## src/rtl/sha1_arbiter.sv

```systemverilog
// rtl/sha1_arbiter.sv - two-requester round-robin front end for a shared SHA-1 core
// One job at a time: latch the winner's block, strobe the core, wait with a timeout, pulse ACK.

module sha1_arbiter #(
  parameter int TIMEOUT = 200
) (
  input  logic           CLK,
  input  logic           nRST,
  input  logic           REQ0,
  input  logic           REQ1,
  input  logic [0:511]   DIN0,
  input  logic [0:511]   DIN1,
  output logic           ACK0,
  output logic           ACK1,
  output logic [1:0]     GNT,
  output logic [159:0]   DOUT,
  output logic           ERR,
  output logic           CORE_START,
  output logic [0:511]   CORE_IN,
  input  logic           CORE_DONE,
  input  logic [159:0]   CORE_OUT
);

  typedef enum logic [1:0] {
    S_IDLE    = 2'd0,
    S_LAUNCH  = 2'd1,
    S_WAIT    = 2'd2,
    S_DELIVER = 2'd3
  } state_t;

  localparam logic [7:0] CNT_LAST = 8'(TIMEOUT - 1);

  state_t         state, state_nxt;
  logic [7:0]     cnt, cnt_nxt;
  logic           last, last_nxt;
  logic           hold_v, hold_v_nxt;
  logic           hold_idx, hold_idx_nxt;
  logic [1:0]     gnt_nxt;
  logic           ack0_nxt, ack1_nxt;
  logic           start_nxt;
  logic           err_nxt;
  logic [159:0]   dout_nxt;
  logic [0:511]   core_in_nxt;

  logic           req0_m, req1_m, any_req, winner, time_up;

  // The requester served last is blind for exactly one IDLE cycle after its ACK.
  assign req0_m  = REQ0 && !(hold_v && !hold_idx);
  assign req1_m  = REQ1 && !(hold_v &&  hold_idx);
  assign any_req = req0_m || req1_m;
  assign winner  = (req0_m && req1_m) ? ~last : req1_m;
  assign time_up = (cnt == CNT_LAST);

  always_ff @(posedge CLK or negedge nRST) begin
    if (!nRST) begin
      state <= S_IDLE;
    end else begin
      state <= state_nxt;
    end
  end

  always_comb begin
    state_nxt = state;
    case (state)
      S_IDLE:    if (any_req) state_nxt = S_LAUNCH;
      S_LAUNCH:  state_nxt = S_WAIT;
      S_WAIT:    if (CORE_DONE || time_up) state_nxt = S_DELIVER;
      S_DELIVER: state_nxt = S_IDLE;
      default:   state_nxt = S_IDLE;
    endcase
  end

  // Next values of every registered output and bookkeeping register.
  always_comb begin
    gnt_nxt      = GNT;
    ack0_nxt     = 1'b0;
    ack1_nxt     = 1'b0;
    start_nxt    = 1'b0;
    err_nxt      = ERR;
    dout_nxt     = DOUT;
    core_in_nxt  = CORE_IN;
    cnt_nxt      = cnt;
    last_nxt     = last;
    hold_v_nxt   = hold_v;
    hold_idx_nxt = hold_idx;
    case (state)
      S_IDLE: begin
        hold_v_nxt = 1'b0;
        if (any_req) begin
          gnt_nxt     = winner ? 2'b10 : 2'b01;
          core_in_nxt = winner ? DIN1 : DIN0;
        end
      end
      S_LAUNCH: begin
        start_nxt = 1'b1;
        cnt_nxt   = 8'd0;
      end
      S_WAIT: begin
        // A completion on the final counted cycle still counts as a normal finish.
        if (CORE_DONE) begin
          dout_nxt = CORE_OUT;
          err_nxt  = 1'b0;
          ack0_nxt = GNT[0];
          ack1_nxt = GNT[1];
        end else if (time_up) begin
          dout_nxt = '0;
          err_nxt  = 1'b1;
          ack0_nxt = GNT[0];
          ack1_nxt = GNT[1];
        end else begin
          cnt_nxt = cnt + 8'd1;
        end
      end
      S_DELIVER: begin
        gnt_nxt      = 2'b00;
        last_nxt     = GNT[1];
        hold_v_nxt   = 1'b1;
        hold_idx_nxt = GNT[1];
      end
      default: begin
        gnt_nxt = 2'b00;
      end
    endcase
  end

  always_ff @(posedge CLK or negedge nRST) begin
    if (!nRST) begin
      GNT        <= 2'b00;
      ACK0       <= 1'b0;
      ACK1       <= 1'b0;
      CORE_START <= 1'b0;
      CORE_IN    <= '0;
      DOUT       <= '0;
      ERR        <= 1'b0;
      cnt        <= 8'd0;
      last       <= 1'b1;
      hold_v     <= 1'b0;
      hold_idx   <= 1'b0;
    end else begin
      GNT        <= gnt_nxt;
      ACK0       <= ack0_nxt;
      ACK1       <= ack1_nxt;
      CORE_START <= start_nxt;
      CORE_IN    <= core_in_nxt;
      DOUT       <= dout_nxt;
      ERR        <= err_nxt;
      cnt        <= cnt_nxt;
      last       <= last_nxt;
      hold_v     <= hold_v_nxt;
      hold_idx   <= hold_idx_nxt;
    end
  end

endmodule
```

## config.mk

```make
export PLATFORM = sky130hd
export DESIGN_NAME = sha1_arbiter
export DESIGN_NICKNAME = d
export VERILOG_FILES = /design/src/rtl/sha1_arbiter.sv
export SDC_FILE = /design/constraint.sdc
export NUM_CORES = 1
export LEC_CHECK = 0
export ABC_AREA = 1
export CAP_MARGIN = 10
export CORE_AREA = 2 2 735 737
export DETAILED_ROUTE_END_ITERATION = 8
export DIE_AREA = 0 0 737 739
export REMOVE_ABC_BUFFERS = 1
export SKIP_LAST_GASP = 1
export SLEW_MARGIN = 10
export SYNTH_ARGS = -nofsm -noshare
export SYNTH_HDL_FRONTEND = slang
export SYNTH_SLANG_ARGS = --single-unit
```

## constraint.sdc

```tcl
create_clock -name CLK -period 1.7 [get_ports CLK]
set_input_delay 0.34 -clock CLK [delete_from_list [all_inputs] [get_ports CLK]]
set_output_delay 0.34 -clock CLK [all_outputs]
set_load 0.05 [all_outputs]
```

* After elaboration in Yosys (flattened, before gate mapping)
Index checks and enable logic that the tools add are counted.
** Cells by class
- Add/sub/neg operators :: 1
- Multipliers :: 0
- Divide/modulo/power cells :: 0
- $lt $le $gt $ge :: 0
- Eq/ne operators :: 8
- Shift operators :: 0
- Muxes and demuxes :: 23
- Bitwise logic cells :: 1
- Reduce and logical (&&, ||, !) cells :: 19
** Operators by type and width (number)
- two-way mux 512 bit :: 1
- two-way mux 160 bit :: 2
- two-way mux 8 bit :: 2
- one-hot mux 8 bit (2 select lines) :: 1
- two-way mux 1 bit :: 10
- adder 8 x 1 -> 8 bit, second input constant :: 1
- equality test 8 bit, second input constant :: 1
- two-way mux 2 bit :: 4
- != test 2 bit, second input constant :: 4
- one-hot mux 2 bit (4 select lines) :: 1
- AND reduction 2 bit :: 4
- nonzero test 2 bit :: 3
- logical AND 1 bit :: 5
- equality test 2 bit, second input constant :: 2
- one-hot mux 2 bit (2 select lines) :: 1
- zero test 1 bit :: 3
- AND reduction 3 bit :: 1
- equality test 2 x 1 -> 1 bit, second input constant :: 1
- zero test 2 bit :: 1
- logical OR 1 bit :: 2
- one-hot mux 1 bit (2 select lines) :: 1
- inverter 1 bit :: 1
** Word-level totals
- Register bits after elaboration :: 691
- Latch bits :: 0
- RAM bits :: 0
- Memory bits (read-only) :: 0
- Output and inout bits :: 678
- Word-level logic and storage cells :: 64
- Memories :: 0

* Logic depth before layout (Yosys ltp)
- Word-level depth :: 9
- Mapped depth :: 10

* Worst setup path before layout
Ideal clock, no wire load.
- Kind :: register to register
- Start point :: register state[0]
- End point :: register cnt[0]
- Library setup time :: 0.117 ns
- Arrival time :: 1.498 ns
- Setup slack :: 0.086 ns
- Cell stages (with the launch flop) :: 9
- Path buffers :: 0
- Clock period less this slack :: 1.614 ns
- Cells stage by stage :: dfrtp_1 -> inv_1 -> ha_1 -> inv_1 -> or2_2 -> nor2_1 -> nor2_1 -> nand2_1 -> nand2_1
** Between the ends
- Longest elaborated chain between the ends :: 3
- Elaborated cells on any way between the ends :: 7
- Classes of those cells :: 4 x eq/ne; 1 x mux; 2 x reduce/logical
** Ends and longest elaborated chain
- start: declaration :: RTL line 33 : state_t state, state_nxt;
- start signal: assignment :: RTL line 58 : state <= state_nxt;
- equality test 2 bit / equality test 2 x 1 -> 1 bit (equally long branches) :: RTL line 86 : case (state)
- != test 2 bit (no line) / nonzero test 2 bit (equally long branches)
- AND reduction 3 bit (no line)
- end signal: assignment :: RTL line 147 : cnt <= cnt_nxt;
- end: declaration :: RTL line 34 : logic [7:0] cnt, cnt_nxt;
Several ways; a longest one is shown, not always the timed one.
A chain may end at the register's enable or synchronous reset.

* Final worst setup path
- Start point :: register hold_v
- End point :: register CORE_IN[317] (netlist name)
** Between the ends
- Longest elaborated chain between the ends :: 6
- Elaborated cells on any way between the ends :: 11
- Classes of those cells :: 2 x mux; 9 x reduce/logical
** Ends and longest elaborated chain
- start: declaration :: RTL line 36 : logic hold_v, hold_v_nxt;
- start signal: assignment :: RTL line 149 : hold_v <= hold_v_nxt;
- logical AND 1 bit, on equally long branches :: RTL line 48, 49
- zero test 1 bit, on equally long branches :: RTL line 48, 49
- logical AND 1 bit, on equally long branches :: RTL line 48, 49
- logical AND 1 bit :: RTL line 51 : assign winner = (req0_m && req1_m) ? ~last : req1_m;
- two-way mux 1 bit :: RTL line 51
- two-way mux 512 bit :: RTL line 91 : core_in_nxt = winner ? DIN1 : DIN0;
- end signal: assignment :: RTL line 144 : CORE_IN <= core_in_nxt;
- end: declaration :: RTL line 19 : output logic [0:511] CORE_IN,
Several ways; a longest one is shown, not always the timed one.

==> metrics <==
fraction of registers with async set/reset=100%; GP Congestion=1.09; CP max stage cell=dfrtp_1; Synth top area share=57.7%; DIE AREA=0.545 mm²; root buf cell=clkbuf_16; number of synthesized register bits=691; max-slew violations=0; CTS clk-pin slew, worst paths=0.06 ns; mean post-synth cell area=8.31 µm²; DRT antenna net count=0; Vias=43200; FF-to-FF Start=hold_v; Rel. slew slack=59.8%; cells along the critical path=nand2_1, nand2_2, inv_2, nand2_8, nor2_8, buf_16, buf_16, clkbuf_16, nand2_1, nand3_1; sequential area share after synthesis=57.8%; Sink Count=691; first-pass GRT wire length=559000 µm; Pwr Density=2030 mW/mm²; Yosys cell types=25; CP Capture Type=flop; Data required, critical path=2.46 ns; Final Skew=0.0573 ns; global routing's busiest layer=met2; most common cell after layout, fill and taps aside=nand2_1; Pwr Total=158 mW; WS Path Type=reg -> reg; final design utilization=14.5%; CTS Buf Count=101; area grow syn2layout=160%; Crit path buffers/inverters=4; number of flops mapped to enable cells by yosys=0; vias in the first global route=41900; cells on worst reg2reg path=10; Max-Cap Viols=0; Die X=737 µm; top cells by area, synth=dfrtp_1 (58%), nand2_1 (20%), nand3_1 (17%); synth warn=0; dpl ws=-0.777 ns; instance count on the critical path=10; commonest cells after routing, fill and taps aside=nand2_1 (1441), clkdlybuf4s50_1 (1187), nand3_1 (847); Hold Fails Final Rpt=0; core box area=0.536 mm²; grt ovf=0; synthesized area=0.0299 mm²; Synth area leader=dfrtp_1; Period Utilization, post-route=119%; Top delay family on crit path=buffers and inverters; Via density=3.12; drt drc=0; crit-path max FO=20; R2R Setup Slk=-0.32 ns; Worst IR Drop VDD=1.82 mV; Sum Neg Setup Slack=-186.32 ns; CTS tree=done; WL final=479000 µm; slew at the pin with the worst max-slew slack=0.601 ns; number of port buffers=1866; share of layout cells above drive strength 1=25.3%; RSZ-0062 raised after global routing=true; worst skew pair latency=0.87 ns; failing checks=negative setup slack; Final #Nets=7590; drt wl/cell=34.7 µm; die height=739 µm; met3 usage=11.7%; worst setup margin=-0.320 ns; Fmax=0.495 GHz; worst r2r dst=CORE_IN[317]; Setup Viol. Count Final=1346; num rows=269; drt pass-1 iters=6; leakage=33.0 nW; Layout fillers=60300; IO Count=1867; CP arrival=2.78 ns; Max H-tree Level=3; Post-Place Cell Area=0.0614 mm²; Setup crit start kind=flop; met1 usage=16.7%; worst min path class=in -> reg; min Tclk post-route=2.02 ns; post-route design area=0.0778 mm²; initial antenna violation count=571; Mapped Cells=3598; M2 GR Usage=25.3%; outcome=finished with violations; slowest stage delay, CP=0.40 ns; Iter 0 DRT Violations=3913; deepest clock path buffer count=4; Final HPWL DP=406000 µm; Initial Util=5.58%; GRT Util Overall=16.6%; crit path from=hold_v; Critical path destination=CORE_IN[317]; Synth Flop Type=dfrtp_1; largest net degree at the start of global routing=59
## kinds of logic (layout without fill, tap and decap cells)
logic type,count (synthesis),count (layout),share of synthesized area (%)
buf+inv,277,3149,4.42
simple gates,2615,2615,37.3
fa+ha+maj,5,5,0.209
flops,691,691,57.8
other cells,0,168,0
compound gates,10,10,0.276
## per-layer routing
metal  wire length [µm]  part of all wire, %
met1             159000                   33
met3              80400                   17
met5               1950                 0.41
met4              32400                  6.8
met2             205000                   43
## worst min path at each step
stage	startpoint	to	depth (start not counted)
2_1_floorplan	nRST	ACK0	0
3_3_place_gp	nRST	DOUT[55]	1
3_5_place_dp	nRST	DOUT[55]	1
4_1_cts	DIN0[129]	CORE_IN[129]	3
5_1_grt	DIN1[277]	CORE_IN[277]	3
6_report	CORE_OUT[51]	DOUT[51]	3
## sequential cells by signal, summed over array words and instances, names as in the netlist
| register | flops |
|---|---|
| GNT | 2 |
| CORE_START | 1 |
| DOUT | 160 |
| hold_idx | 1 |
| ERR | 1 |
| state | 2 |
| ACK0 | 1 |
| ACK1 | 1 |
| CORE_IN | 512 |
| cnt | 8 |
| hold_v | 1 |
| last | 1 |
## final cells by class
cell class / count / area, µm² / area share [%]
multi-input combinational: 2630 / 13200 / 17.0
clock buffer: 132 / 2800 / 3.61
tap: 7181 / 8980 / 11.6
inverter: 19 / 93.8 / 0.121
antenna: 168 / 420 / 0.541
clock inverter: 45 / 557 / 0.716
timing repair buffer: 2953 / 34300 / 44.2
sequential: 691 / 17300 / 22.3
## report_power, final
group	switching [mW]	internal, mW	leakage (nW)
clock network	9.89	13.0	1.66
registers	7.58	24.6	8.47
logic	64.7	38.0	22.8
total	82.2	75.6	33.0
## tightest hold or removal path: cells and delay by family
family	cells	cell delay, ns
buffers and inverters	1	0.41
and+or+nand+nor	2	0.17
## Yosys cell counts, types with 2 or more instances
| cell | number |
|---|---|
| o21bai_1 | 2 |
| clkbuf_1 | 89 |
| nand3_1 | 1041 |
| dfrtp_1 | 690 |
| buf_6 | 11 |
| buf_4 | 4 |
| inv_2 | 4 |
| nand2_1 | 1556 |
| ha_1 | 5 |
| buf_1 | 7 |
| buf_2 | 147 |
| o21ai_0 | 4 |
| nor2_1 | 12 |
| inv_1 | 15 |
## metrics by stage
step,hold WS [ns],std cells
after floorplan,0.0444,3340
after global placement,0.153,12700
after detailed placement,0.153,12700
after CTS,0.000376,13600
after global routing,0.0331,13700
final,0.0859,13800
## repair_timing
| item | in CTS | in global routing |
|---|---|---|
| endpoints found under the setup margin | 1359 | 1365 |
| cloned | 67 | 32 |
| hold buffers | 636 | 0 |
| gates resized for setup | 389 | 308 |
| setup buffers | 77 | 37 |
| pin swaps | 45 | 50 |
| endpoints found under the hold margin | 1147 | 0 |
Note: power is estimated with default switching activity, not from simulation.
